## src/rtl/peak_voltage_tracker_if.sv

```systemverilog
// Stream/result bundle for peak_voltage_tracker: sweep control and tagged ADC
// samples in, published peak result and status out.
interface peak_voltage_tracker_if #(
  parameter int WIDTH = 8,
  parameter int POS_W = 8,
  parameter int CNT_W = 10
);
  logic             start;
  logic             stop;
  logic             sample_valid;
  logic [WIDTH-1:0] sample;
  logic [POS_W-1:0] pos;
  logic             gt;
  logic             busy;
  logic             done;
  logic             peak_valid;
  logic [WIDTH-1:0] max_val;
  logic [POS_W-1:0] max_pos;
  logic [CNT_W-1:0] sample_cnt;

  modport master (
    output start, stop, sample_valid, sample, pos,
    input  gt, busy, done, peak_valid, max_val, max_pos, sample_cnt
  );

  modport slave (
    input  start, stop, sample_valid, sample, pos,
    output gt, busy, done, peak_valid, max_val, max_pos, sample_cnt
  );
endinterface

```

## src/rtl/peak_voltage_tracker.sv

```systemverilog
// Sweep-peak finder: running max of tagged ADC samples with hysteresis, published
// with a DONE pulse at sweep end. Define PEAK_TIE_LAST_EN to track a plateau's last position.
module peak_voltage_tracker #(
  parameter int WIDTH = 8,
  parameter int POS_W = 8,
  parameter int HYST  = 0,
  parameter int CNT_W = 10
) (
  input  logic                   clk,
  input  logic                   rst_n,
  peak_voltage_tracker_if.slave  bus
);

  typedef enum logic [1:0] {
    S_IDLE,
    S_SWEEP,
    S_PUBLISH
  } state_e;

  localparam logic [WIDTH:0] HYST_EXT = (WIDTH + 1)'(HYST);

  state_e           r_state;
  state_e           w_next;
  logic             w_busy;
  logic             w_done;

  logic [WIDTH-1:0] r_run_max;
  logic [POS_W-1:0] r_run_pos;
  logic             r_first;
  logic             r_gt;
  logic [CNT_W-1:0] r_cnt;
  logic [WIDTH-1:0] r_max_val;
  logic [POS_W-1:0] r_max_pos;
  logic             r_peak_valid;

  logic [WIDTH:0]   w_thresh;
  logic             w_beats;
  logic             w_update;

  // One extra bit keeps run_max + HYST from wrapping, so a threshold above the
  // sample range simply never passes.
  assign w_thresh = {1'b0, r_run_max} + HYST_EXT;

`ifdef PEAK_TIE_LAST_EN
  assign w_beats  = {1'b0, bus.sample} >= w_thresh;
`else
  assign w_beats  = {1'b0, bus.sample} >  w_thresh;
`endif

  assign w_update = r_first || w_beats;

  always_ff @(posedge clk or negedge rst_n) begin
    if (!rst_n) r_state <= S_IDLE;
    else        r_state <= w_next;
  end

  always_comb begin
    // NOTE: every output of this block gets a default first so no path leaves
    // it unassigned, which would otherwise infer a latch.
    w_next = r_state;
    w_busy = 1'b0;
    w_done = 1'b0;
    case (r_state)
      S_IDLE: begin
        if (bus.start) w_next = S_SWEEP;
      end
      S_SWEEP: begin
        w_busy = 1'b1;
        if (!bus.start && bus.stop) w_next = S_PUBLISH;
      end
      S_PUBLISH: begin
        w_done = 1'b1;
        w_next = S_IDLE;
      end
      default: w_next = S_IDLE;
    endcase
  end

  always_ff @(posedge clk or negedge rst_n) begin
    if (!rst_n) begin
      // NOTE: state registers use non-blocking assignments so every flop
      // samples pre-edge values regardless of statement order.
      r_run_max    <= '0;
      r_run_pos    <= '0;
      r_first      <= 1'b0;
      r_gt         <= 1'b0;
      r_cnt        <= '0;
      r_max_val    <= '0;
      r_max_pos    <= '0;
      r_peak_valid <= 1'b0;
    end else begin
      case (r_state)
        S_IDLE: begin
          r_gt <= 1'b0;
          if (bus.start) begin
            r_run_max <= '0;
            r_run_pos <= '0;
            r_cnt     <= '0;
            r_first   <= 1'b1;
          end
        end
        S_SWEEP: begin
          if (bus.start) begin
            // Restart wins over a same-cycle sample or STOP.
            r_run_max <= '0;
            r_run_pos <= '0;
            r_cnt     <= '0;
            r_first   <= 1'b1;
          end else if (bus.sample_valid) begin
            if (r_cnt != {CNT_W{1'b1}}) r_cnt <= r_cnt + CNT_W'(1);
            if (w_update) begin
              r_run_max <= bus.sample;
              r_run_pos <= bus.pos;
              r_first   <= 1'b0;
              r_gt      <= 1'b1;
            end else begin
              r_gt      <= 1'b0;
            end
          end
        end
        S_PUBLISH: begin
          r_max_val    <= r_run_max;
          r_max_pos    <= r_run_pos;
          r_peak_valid <= !r_first;
        end
        default: ;
      endcase
    end
  end

  assign bus.gt         = r_gt;
  assign bus.busy       = w_busy;
  assign bus.done       = w_done;
  assign bus.peak_valid = r_peak_valid;
  assign bus.max_val    = r_max_val;
  assign bus.max_pos    = r_max_pos;
  assign bus.sample_cnt = r_cnt;

endmodule

```

## src/flat_wrapper.sv

```systemverilog
// flat-port wrapper written by rule: the top's interface ports become plain ports
module peak_voltage_tracker_flat 
#(
  parameter int WIDTH = 8,
  parameter int POS_W = 8,
  parameter int HYST  = 0,
  parameter int CNT_W = 10
)
  (clk, rst_n, bus_start, bus_stop, bus_sample_valid, bus_sample, bus_pos, bus_gt, bus_busy, bus_done, bus_peak_valid, bus_max_val, bus_max_pos, bus_sample_cnt);
  peak_voltage_tracker_if #(.WIDTH(WIDTH), .POS_W(POS_W), .CNT_W(CNT_W)) bus_i ();
  input  logic clk;
  input  logic rst_n;
  input wire logic [$bits(bus_i.start)-1:0] bus_start;
  input wire logic [$bits(bus_i.stop)-1:0] bus_stop;
  input wire logic [$bits(bus_i.sample_valid)-1:0] bus_sample_valid;
  input wire logic [$bits(bus_i.sample)-1:0] bus_sample;
  input wire logic [$bits(bus_i.pos)-1:0] bus_pos;
  output wire logic [$bits(bus_i.gt)-1:0] bus_gt;
  output wire logic [$bits(bus_i.busy)-1:0] bus_busy;
  output wire logic [$bits(bus_i.done)-1:0] bus_done;
  output wire logic [$bits(bus_i.peak_valid)-1:0] bus_peak_valid;
  output wire logic [$bits(bus_i.max_val)-1:0] bus_max_val;
  output wire logic [$bits(bus_i.max_pos)-1:0] bus_max_pos;
  output wire logic [$bits(bus_i.sample_cnt)-1:0] bus_sample_cnt;
  assign bus_i.start = bus_start;
  assign bus_i.stop = bus_stop;
  assign bus_i.sample_valid = bus_sample_valid;
  assign bus_i.sample = bus_sample;
  assign bus_i.pos = bus_pos;
  assign bus_gt = bus_i.gt;
  assign bus_busy = bus_i.busy;
  assign bus_done = bus_i.done;
  assign bus_peak_valid = bus_i.peak_valid;
  assign bus_max_val = bus_i.max_val;
  assign bus_max_pos = bus_i.max_pos;
  assign bus_sample_cnt = bus_i.sample_cnt;
  peak_voltage_tracker #(.WIDTH(WIDTH), .POS_W(POS_W), .HYST(HYST), .CNT_W(CNT_W)) u_core (.clk(clk), .rst_n(rst_n), .bus(bus_i));
endmodule
```

## config.mk

```make
export PLATFORM = sky130hd
export DESIGN_NAME = peak_voltage_tracker_flat
export DESIGN_NICKNAME = d
export VERILOG_FILES = /design/src/rtl/peak_voltage_tracker_if.sv /design/src/rtl/peak_voltage_tracker.sv /design/src/flat_wrapper.sv
export SDC_FILE = /design/constraint.sdc
export NUM_CORES = 1
export LEC_CHECK = 0
export CAP_MARGIN = 0
export CORE_MARGIN = 4
export CORE_UTILIZATION = 42
export DETAILED_ROUTE_END_ITERATION = 10
export PLACE_DENSITY = 0.69
export REMOVE_ABC_BUFFERS = 1
export SYNTH_ARGS = -nofsm -noshare
export SYNTH_HDL_FRONTEND = slang
export SYNTH_SLANG_ARGS = --single-unit
```

## constraint.sdc

```tcl
create_clock -name clk -period 4.05 [get_ports clk]
set_clock_uncertainty 0.1 [all_clocks]
set_input_delay 0.6075 -clock clk [delete_from_list [all_inputs] [get_ports clk]]
set_output_delay 0.6075 -clock clk [all_outputs]
set_load 0.02 [all_outputs]
```

Word-level counts from Yosys, hierarchy flattened:

Index checks and enable logic that the tools add are counted.

* reductions and logical operators: 10
* order comparisons: 1
* $add $sub $neg: 1
* multiplexer cells: 28
* equality and inequality tests: 10

Operators by type and width (number)
* two-way mux 8 bit: 7
* two-way mux 10 bit: 4
* one-hot mux 8 bit (2 select lines): 2
* one-hot mux 10 bit (2 select lines): 1
* adder 10 x 1 -> 10 bit (second input constant): 1
* inequality test 10 bit (second input constant): 1
* two-way mux 1 bit: 9
* > comparator 8 bit: 1
* AND reduction 4 bit: 2
* inequality test 2 bit (second input constant): 3
* inequality test 3 x 2 -> 1 bit (second input constant): 2
* two-way mux 2 bit: 2
* one-hot mux 1 bit (2 select lines): 2
* one-hot mux 2 bit (2 select lines): 1
* inequality test 3 bit (second input constant): 1
* AND reduction 3 bit: 1
* equality test 2 x 1 -> 1 bit (second input constant): 1
* equality test 2 bit (second input constant): 1
* logical NOT 1 bit: 2
* logical NOT 2 bit: 1
* inequality test 2 x 1 -> 1 bit (second input constant): 1
* AND reduction 2 bit: 1
* nonzero test 2 bit: 1
* logical AND 1 bit: 1
* logical OR 1 bit: 1

* register bits: 47
* input port bits: 21

Depth between registers and ports, before layout:

Gate-level depths: netlist of run 1.

* depth after elaboration: 6
* mapped depth: 9

Worst setup path before layout of run 1:

No wires, ideal clock.

* kind: in2reg
* start: input bus_sample[1]
* end: register u_core.r_run_max[0]
* path slack: 1.848 ns
* data required time: 3.885 ns
* stages on the path: 8
* path buffers: 1
* arrival time: 2.036 ns
* cells stage by stage: ha_1 -> nor2b_1 -> o211ai_1 -> a21boi_1 -> o31ai_4 -> a21o_1 -> buf_2 -> a22o_1

* longest elaborated chain between the ends: 4

RTL lines
* from (decl): RTL line flat_wrapper.sv:16 `input wire logic [$bits(bus_i.sample)-1:0] bus_sample;`
* > comparator 8 bit: RTL line peak_voltage_tracker.sv:47 `assign w_beats = {1'b0, bus.sample} > w_thresh;`
* logical OR 1 bit: RTL line peak_voltage_tracker.sv:50 `assign w_update = r_first || w_beats;`
* inequality test 3 x 2 -> 1 bit (no source line)
* AND reduction 4 bit (no source line)
* to (signal assigned): RTL line peak_voltage_tracker.sv:112 `r_run_max <= bus.sample;`
* to (decl): RTL line peak_voltage_tracker.sv:27 `logic [WIDTH-1:0] r_run_max;`

No other way between the ends.
A chain may end at the register's enable or synchronous reset.

Worst setup path in the final report of run 1:

* start: input bus_sample[6]
* end: register u_core.r_run_pos[2]

* longest elaborated chain between the ends: 4

RTL lines
* > comparator 8 bit: RTL line peak_voltage_tracker.sv:47
* logical OR 1 bit: RTL line peak_voltage_tracker.sv:50
* inequality test 3 x 2 -> 1 bit (no source line)
* AND reduction 4 bit (no source line)
* to (signal assigned): RTL line peak_voltage_tracker.sv:113 `r_run_pos <= bus.pos;`
* to (decl): RTL line peak_voltage_tracker.sv:28 `logic [POS_W-1:0] r_run_pos;`

No other way between the ends.

==> results of run 1 <==
==> logic make-up (layout without fill, tap and decap cells) <==
| logic type | Yosys count | in the layout | share of synthesized area [%] |
|---|---|---|---|
| multiplexers | 9 | 9 | 4.73 |
| buffers and inverters | 17 | 70 | 3.62 |
| XOR/XNOR | 5 | 5 | 2.04 |
| AO/OA/AOI/OAI | 45 | 45 | 16.1 |
| flip-flops | 47 | 47 | 54.9 |
| AND/OR/NAND/NOR | 55 | 55 | 13.4 |
| adder cells (fa/ha/maj) | 9 | 9 | 5.26 |
==> layout by cell type, fill, tap and decap left out, drive strengths merged, types with 2 or more instances in the layout <==
master	instances
clkbuf	5
mux2	9
nor2	9
nand3	5
inv	11
dfrtp	47
o211ai	2
xor2	4
o21ai	16
a21oi	4
nand2b	2
a22o	15
buf	2
o31ai	2
ha	9
and3	5
clkinvlp	2
nand2	22
nor3	2
or2	2
clkdlybuf4s50	49
==> layer usage <==
metal  track usage [%]  routed length [um]
met1              22.4                2200
met2              25.4                2070
met3              5.08                 232
met4              3.09                  24
met5                 0                   0
==> stage by stage <==
step                      area, um2  cells  setup slack, ns  total power [W]
after detailed placement       2690    299            0.835         0.000845
after floorplan                2110    181             1.74         0.000704
after global routing           2780    307            0.996          0.00118
after CTS                      2780    307             1.15          0.00113
final                          2780    307             1.18          0.00111
after global placement         2690    299            0.931         0.000839
==> report_power, final <==
part	switching (W)	leakage [nW]	internal (W)
Combinational	0.000139	0.592	0.000136
Sequential	0.0000332	0.633	0.000523
Clock	0.000158	0.0402	0.000120
==> cell type report <==
cell class	instances	area (um2)	area share, %
inverter	11	41.3	1.48
tap	67	83.8	3.01
multi-input combinational	123	888	31.9
clock inverter	3	20.0	0.720
timing repair buffer	51	503	18.1
clock buffer	5	68.8	2.47
sequential	47	1180	42.3
==> worst max-delay path: stages <==
cell                              delay [ns]
sky130_fd_sc_hd__clkdlybuf4s50_1        0.44
sky130_fd_sc_hd__ha_1                   0.31
sky130_fd_sc_hd__and4_1                 0.20
sky130_fd_sc_hd__a21boi_1               0.26
sky130_fd_sc_hd__o31ai_4                0.10
sky130_fd_sc_hd__nor3_2                 0.81
sky130_fd_sc_hd__a22o_1                 0.28
==> state kept, by name, summed over array words and instances, names as in the netlist <==
register               count
u_core.bus.gt              1
u_core.bus.max_pos         8
u_core.bus.max_val         8
u_core.bus.peak_valid      1
u_core.bus.sample_cnt     10
u_core.r_first             1
u_core.r_run_max           8
u_core.r_run_pos           8
u_core.r_state             2
==> worst paths after layout <==
path | startpoint | endpoint | slack [ns] | cells after the start
worst max-delay path | bus_sample[6] | u_core.r_run_pos[2] | 1.18 | 7
worst min-delay path | rst_n | u_core.bus.max_val[0] | 0.38 | 1
worst max register to register | u_core.r_run_max[4] | u_core.r_run_pos[2] | 1.53 | 7
worst min register to register | u_core.bus.max_val[3] | u_core.bus.max_val[3] | 0.38 | 2
max in group asynchronous | rst_n | u_core.bus.sample_cnt[2] | 2.83 | 1
min in group clk | u_core.bus.max_val[3] | u_core.bus.max_val[3] | 0.38 | 2
==> summary.md, run 1 <==
| Metric | Value |
|---|---|
| Outcome | `finished, final reports clean` |
| Type of the worst min-delay path | `in -> async` |
| Vias per cell | `5.07` |
| Yosys warns | `0` |
| Port-buffer cells | `50` |
| Setup repair after global routing missed its margin | `no` |
| Worst-case hold slack | `0.376 ns` |
| Peak fanout along the critical path | `16` |
| Wire length of the first global-routing pass | `about 8.0 mm` |
| Final ANT Viol Nets | `0` |
| DPL Wire Length | `roughly 3.2 mm` |
| Number of rows created at floorplan | `25` |
| Number of buffers added for setup after CTS | `0` |
| Area growth from synthesis to layout | `29.8%` |
| Cell taking the most area after synthesis | `sky130_fd_sc_hd__dfrtp_1` |
| Type of destination of the critical path | `flop` |
| Remaining global-route overflow | `0` |
| Share of async-settable or async-resettable flops after synthesis | `100%` |
| Post-synthesis cell area | `2140 um2` |
| Worst max-slew margin expressed relative to the limit | `28.6%` |
| Final worst path period share | `70.7%` |
| Boundary Pins | `51` |
| Power density relative to cell area | `399 nW/um2` |
| Number of H-tree levels | `2` |
| Clock period minus worst slack | `2.87 ns` |
| Leakage component of the power | `~1.3 nW` |
| Overall die height | `79.4 um` |
| Worst-Margin Slew | `about 1.1 ns` |
| Count of fill cells added during filler insertion | `approximately 440` |
| Clock transition time at the flip-flop clock pins of the worst setup and hold paths | `0.09 ns` |
| Top cell types by occurrence after synthesis | `sky130_fd_sc_hd__dfrtp_1, sky130_fd_sc_hd__nand2_1, sky130_fd_sc_hd__a22o_1` |
| Remaining design rule violation count | `0` |
| Post-synth cell types | `39` |
| Number of antenna cells inserted | `0` |
| Dominant synthesized flop cell | `sky130_fd_sc_hd__dfrtp_1` |
| Cts hold-fix bufs | `0` |
| Worst setup path class | `in -> reg` |
| Startpoint type of the worst setup path | `input pin` |
| Antenna violations before repair | `0` |
| Final GP Congestion | `about 0.74` |
| Mean instance size in the synthesized netlist | `between 10 and 15 um2` |
| Total setup violations reported at the end of the flow | `0` |
| Post-layout utilization of the core | `57.7%` |
| Main area contributors after synthesis | `sky130_fd_sc_hd__dfrtp_1, sky130_fd_sc_hd__a22o_1, sky130_fd_sc_hd__ha_1` |
| Max Fclk | `349 MHz` |
| Core box area | `4820 um2` |
| Overall die width | `79.4 um` |
| Insertion delay to the later sink of the worst-skew pair | `0.30 ns` |
| Aggregate global-route resource usage | `16.2%` |
| Layout Nets | `269` |
| Root Driver | `sky130_fd_sc_hd__clkbuf_8` |
| TritonCTS clock tree | `done` |
| Register area share after synthesis | `a little over half` |
| Cell with the most instances after synthesis | `sky130_fd_sc_hd__dfrtp_1` |
| Peak VDD IR | `around 0.00014 V` |
| Worst EP arrival | `3.00 ns` |
| Post-synthesis sequential element count | `47` |
| Number of hold-slack violations in the final timing report | `0` |
| Number of detailed-route iterations in the first pass | `4` |
| Data required, critical path | `4.18 ns` |
| Wire per inst | `around 15 um` |
| Die ar. | `6310 um2` |
| Detailed Route WL | `4.53 mm` |
| Post-synth EDFFs | `0` |
| # resized after CTS | `0` |
| Largest net degree at the start of global routing | `48` |
| Area share of the largest cell type after synthesis | `between 50% and 60%` |
| Number of buffers created by CTS | `5` |
| Number of design-rule violations left by the first detailed-router iteration | `between 40 and 50` |
| Starting density of the core | `44.5%` |
| Via count of the first global-routing pass | `1665` |
| Detailed-route via count | `1555` |
| Maximum root-to-sink buffer count | `2` |
| Gate count of the mapped netlist | `187` |
| TNS Setup | `0 ns` |
| Fin. max-slew vios | `0` |
| Fraction of layout cells with a size suffix above 1 | `10.8%` |
| Number of clock sinks | `47` |
| Max capacitance violation total | `0` |
Note: power is estimated with default switching activity, not from simulation.
==> run 2, diff against run 1 <==
Settings changed: PLACE_DENSITY 0.69 to 0.72.
Clock period 4.05 ns to 2.55 ns, I/O delays scaled along.
==> run 2 against run 1 <==
  * Sequential share of layout area fell by 1.2 points
  * Critical endpoint is now u_core.r_run_max[0]
  * Count of clock-buffer cells in the layout did not move
  * Worst hold slack improved by 0.014 ns
  * Clock power rose by 95%
  * First-iteration DRC count rose by 71%
  * Highest routed layer unchanged
  * Register-to-register slack got worse by 1.2 ns
  * Routed wire length fell by 2.0%
  * Largest power group unchanged
  * Global-route usage fell by 0.90 points
  * Total power rose by 69%
  * Sequential power rose by 59%
  * Final area rose by 3.0%
  * Via count rose by 1.7%
==> summary.md, run 2 (synthesis results as in run 1) <==
| Metric | Value |
|---|---|
| Leakage component of the power | `1.31 nW` |
| Number of buffers added for setup after CTS | `0` |
| Core box area | `between 4000 and 5000 um2` |
| Final GP Congestion | `0.812` |
| Wire per inst | `approximately 14 um` |
| Type of destination of the critical path | `flop` |
| Post-Place Worst Slack | `-0.347 ns` |
| Maximum root-to-sink buffer count | `2` |
| Remaining global-route overflow | `0` |
| Overall die width | `79.4 um` |
| Type of the worst min-delay path | `reg -> reg` |
| Worst setup path class | `in -> reg` |
| Layout Nets | `274` |
| Number of H-tree levels | `2` |
| Boundary Pins | `51` |
| Detailed-route via count | `1581` |
| Peak VDD IR | `around 0.00027 V` |
| Cell-by-cell trace of the critical path | `clkdlybuf4s50_1 > ha_1 > nor2b_1 > o211ai_1 > a21boi_1 > o31ai_4 > buf_4 > a21o_2 > a22o_1` |
| Clock transition time at the flip-flop clock pins of the worst setup and hold paths | `0.08 ns` |
| Vias per cell | `5.07` |
| Fraction of layout cells with a size suffix above 1 | `~13%` |
| Detailed Route WL | `4.44 mm` |
| Total setup violations reported at the end of the flow | `0` |
| Worst EP arrival | `2.48 ns` |
| Starting density of the core | `44.5%` |
| Critical R2R Capture | `u_core.r_run_max[0]` |
| Fin. max-slew vios | `0` |
| Cell family contributing the most delay on the critical path | `compound AO/OA/AOI/OAI gates` |
| DPL Wire Length | `about 3.3 mm` |
| Worst hold start | `u_core.bus.max_val[4]` |
| Startpoint type of the worst setup path | `input pin` |
| Number of detailed-route iterations in the first pass | `4` |
| Number of clock sinks | `47` |
| Antenna violations before repair | `0` |
| Leading cell type in the layout, fill and taps excluded | `sky130_fd_sc_hd__clkdlybuf4s50_1` |
| Max FFs per register | `10` |
| Via count of the first global-routing pass | `1558` |
| Area growth from synthesis to layout | `33.8%` |
| Final ANT Viol Nets | `0` |
| Critical path startpoint | `bus_sample[1]` |
| R2R cell count | `9` |
| Worst Setup Slack, final | `roughly 0.21 ns` |
| Remaining design rule violation count | `0` |
| Post-route non-filler standard cell count | `around 310` |
| Number of design-rule violations left by the first detailed-router iteration | `82` |
| Aggregate global-route resource usage | `15.3%` |
| TNS Setup | `0 ns` |
| TritonCTS clock tree | `done` |
| Outcome | `finished, final reports clean` |
| Setup repair after global routing missed its margin | `no` |
| Worst-case hold slack | `~0.39 ns` |
| Worst R2R Start | `u_core.r_run_max[1]` |
| Inst Count DP | `just over 300` |
| Total stage count of the critical path | `9` |
| Number of buffers created by CTS | `5` |
| Number of antenna cells inserted | `0` |
| Max Fclk | `427 MHz` |
| Worst max-slew margin expressed relative to the limit | `59.6%` |
| Max stage delay cell, worst path | `sky130_fd_sc_hd__clkdlybuf4s50_1` |
| Number of hold-slack violations in the final timing report | `0` |
| Max capacitance violation total | `0` |
| Wire length of the first global-routing pass | `around 7.5 mm` |
| Die ar. | `6310 um2` |
| Number of rows created at floorplan | `25` |
| Power density relative to cell area | `654 nW/um2` |
| Clock period minus worst slack | `2.34 ns` |
| Insertion delay to the later sink of the worst-skew pair | `0.30 ns` |
| Final worst path period share | `91.9%` |
| Worst-Margin Slew | `0.604 ns` |
| WP buf/inv | `2` |
| Overall die height | `79.4 um` |
| Timing endpoint of the critical path | `u_core.r_run_max[0]` |
| Slack of the worst reg-to-reg path | `0.35 ns` |
| Port-buffer cells | `50` |
| Most frequent cells in the layout | `sky130_fd_sc_hd__clkdlybuf4s50_1, sky130_fd_sc_hd__dfrtp_1, sky130_fd_sc_hd__nand2_1, sky130_fd_sc_hd__a22o_1, sky130_fd_sc_hd__o21ai_0` |
| Delay contributed by the slowest stage of the critical path | `0.44 ns` |
| Peak fanout along the critical path | `15` |
| Root Driver | `sky130_fd_sc_hd__clkbuf_8` |
| Data required, critical path | `2.68 ns` |
| Largest net degree at the start of global routing | `27` |
==> run 2: worst min path at each step <==
stage	end	cells after the start
after global placement	u_core.bus.max_val[0]	1
after CTS	u_core.bus.max_val[3]	2
final	u_core.bus.max_val[4]	2
after floorplan	u_core.bus.gt	0
after detailed placement	u_core.bus.max_val[2]	1
after global routing	u_core.bus.max_val[3]	2
==> run 2: worst min-delay path: stages, from the launching register on <==
cell,delay [ns]
sky130_fd_sc_hd__dfrtp_1,0.34
sky130_fd_sc_hd__nand2_1,0.05
sky130_fd_sc_hd__o21ai_0,0.07
==> run 2: layout make-up <==
| type | count | area (um2) |
|---|---|---|
| fillers | 456 | 1950 |
| multi-input cells | 123 | 896 |
| repair buffers | 56 | 556 |
| well taps | 67 | 83.8 |
| flip-flops and latches | 47 | 1180 |
| clock inverters | 3 | 43.8 |
| inverters | 11 | 41.3 |
| clock buffers | 5 | 68.8 |
==> run 2: what timing repair did <==
action                                  in CTS  in global routing
hold endpoints to repair                    25                  0
endpoints found under the setup margin      15                 15
hold buffers                                 1                  0
resized for setup                            1                  1
pin swaps                                    0                  0
==> run 2: stage by stage <==
step           util, %  area [um2]  total power [W]
3_5_place_dp      56.8        2740          0.00135
3_3_place_gp      56.8        2740          0.00134
2_1_floorplan        -        2110          0.00112
5_1_grt           59.5        2870          0.00198
6_report          59.5        2870          0.00187
4_1_cts           59.5        2860          0.00190
==> run 2: per-layer routing <==
| layer | global-route usage [%] | routed length [um] |
|---|---|---|
| met1 | 20.9 | 2120 |
| met2 | 23.5 | 2020 |
| met3 | 5.19 | 241 |
| met4 | 4.12 | 58 |
| met5 | 0 | 0 |
==> run 2: report_power, final <==
part	total [W]	leakage (nW)	internal, W	switching (W)
combinational	0.000448	0.622	0.000226	0.000223
clock	0.000542	0.0581	0.000292	0.000250
sequential	0.000885	0.633	0.000832	0.0000531
total	0.00187	1.31	0.00135	0.000526
==> run 3, diff against run 2 <==
Settings changed: TNS_END_PERCENT set to 5.
==> results of run 3 <==
Same layout as run 2: the final DEF is identical, and so are final timing and power.
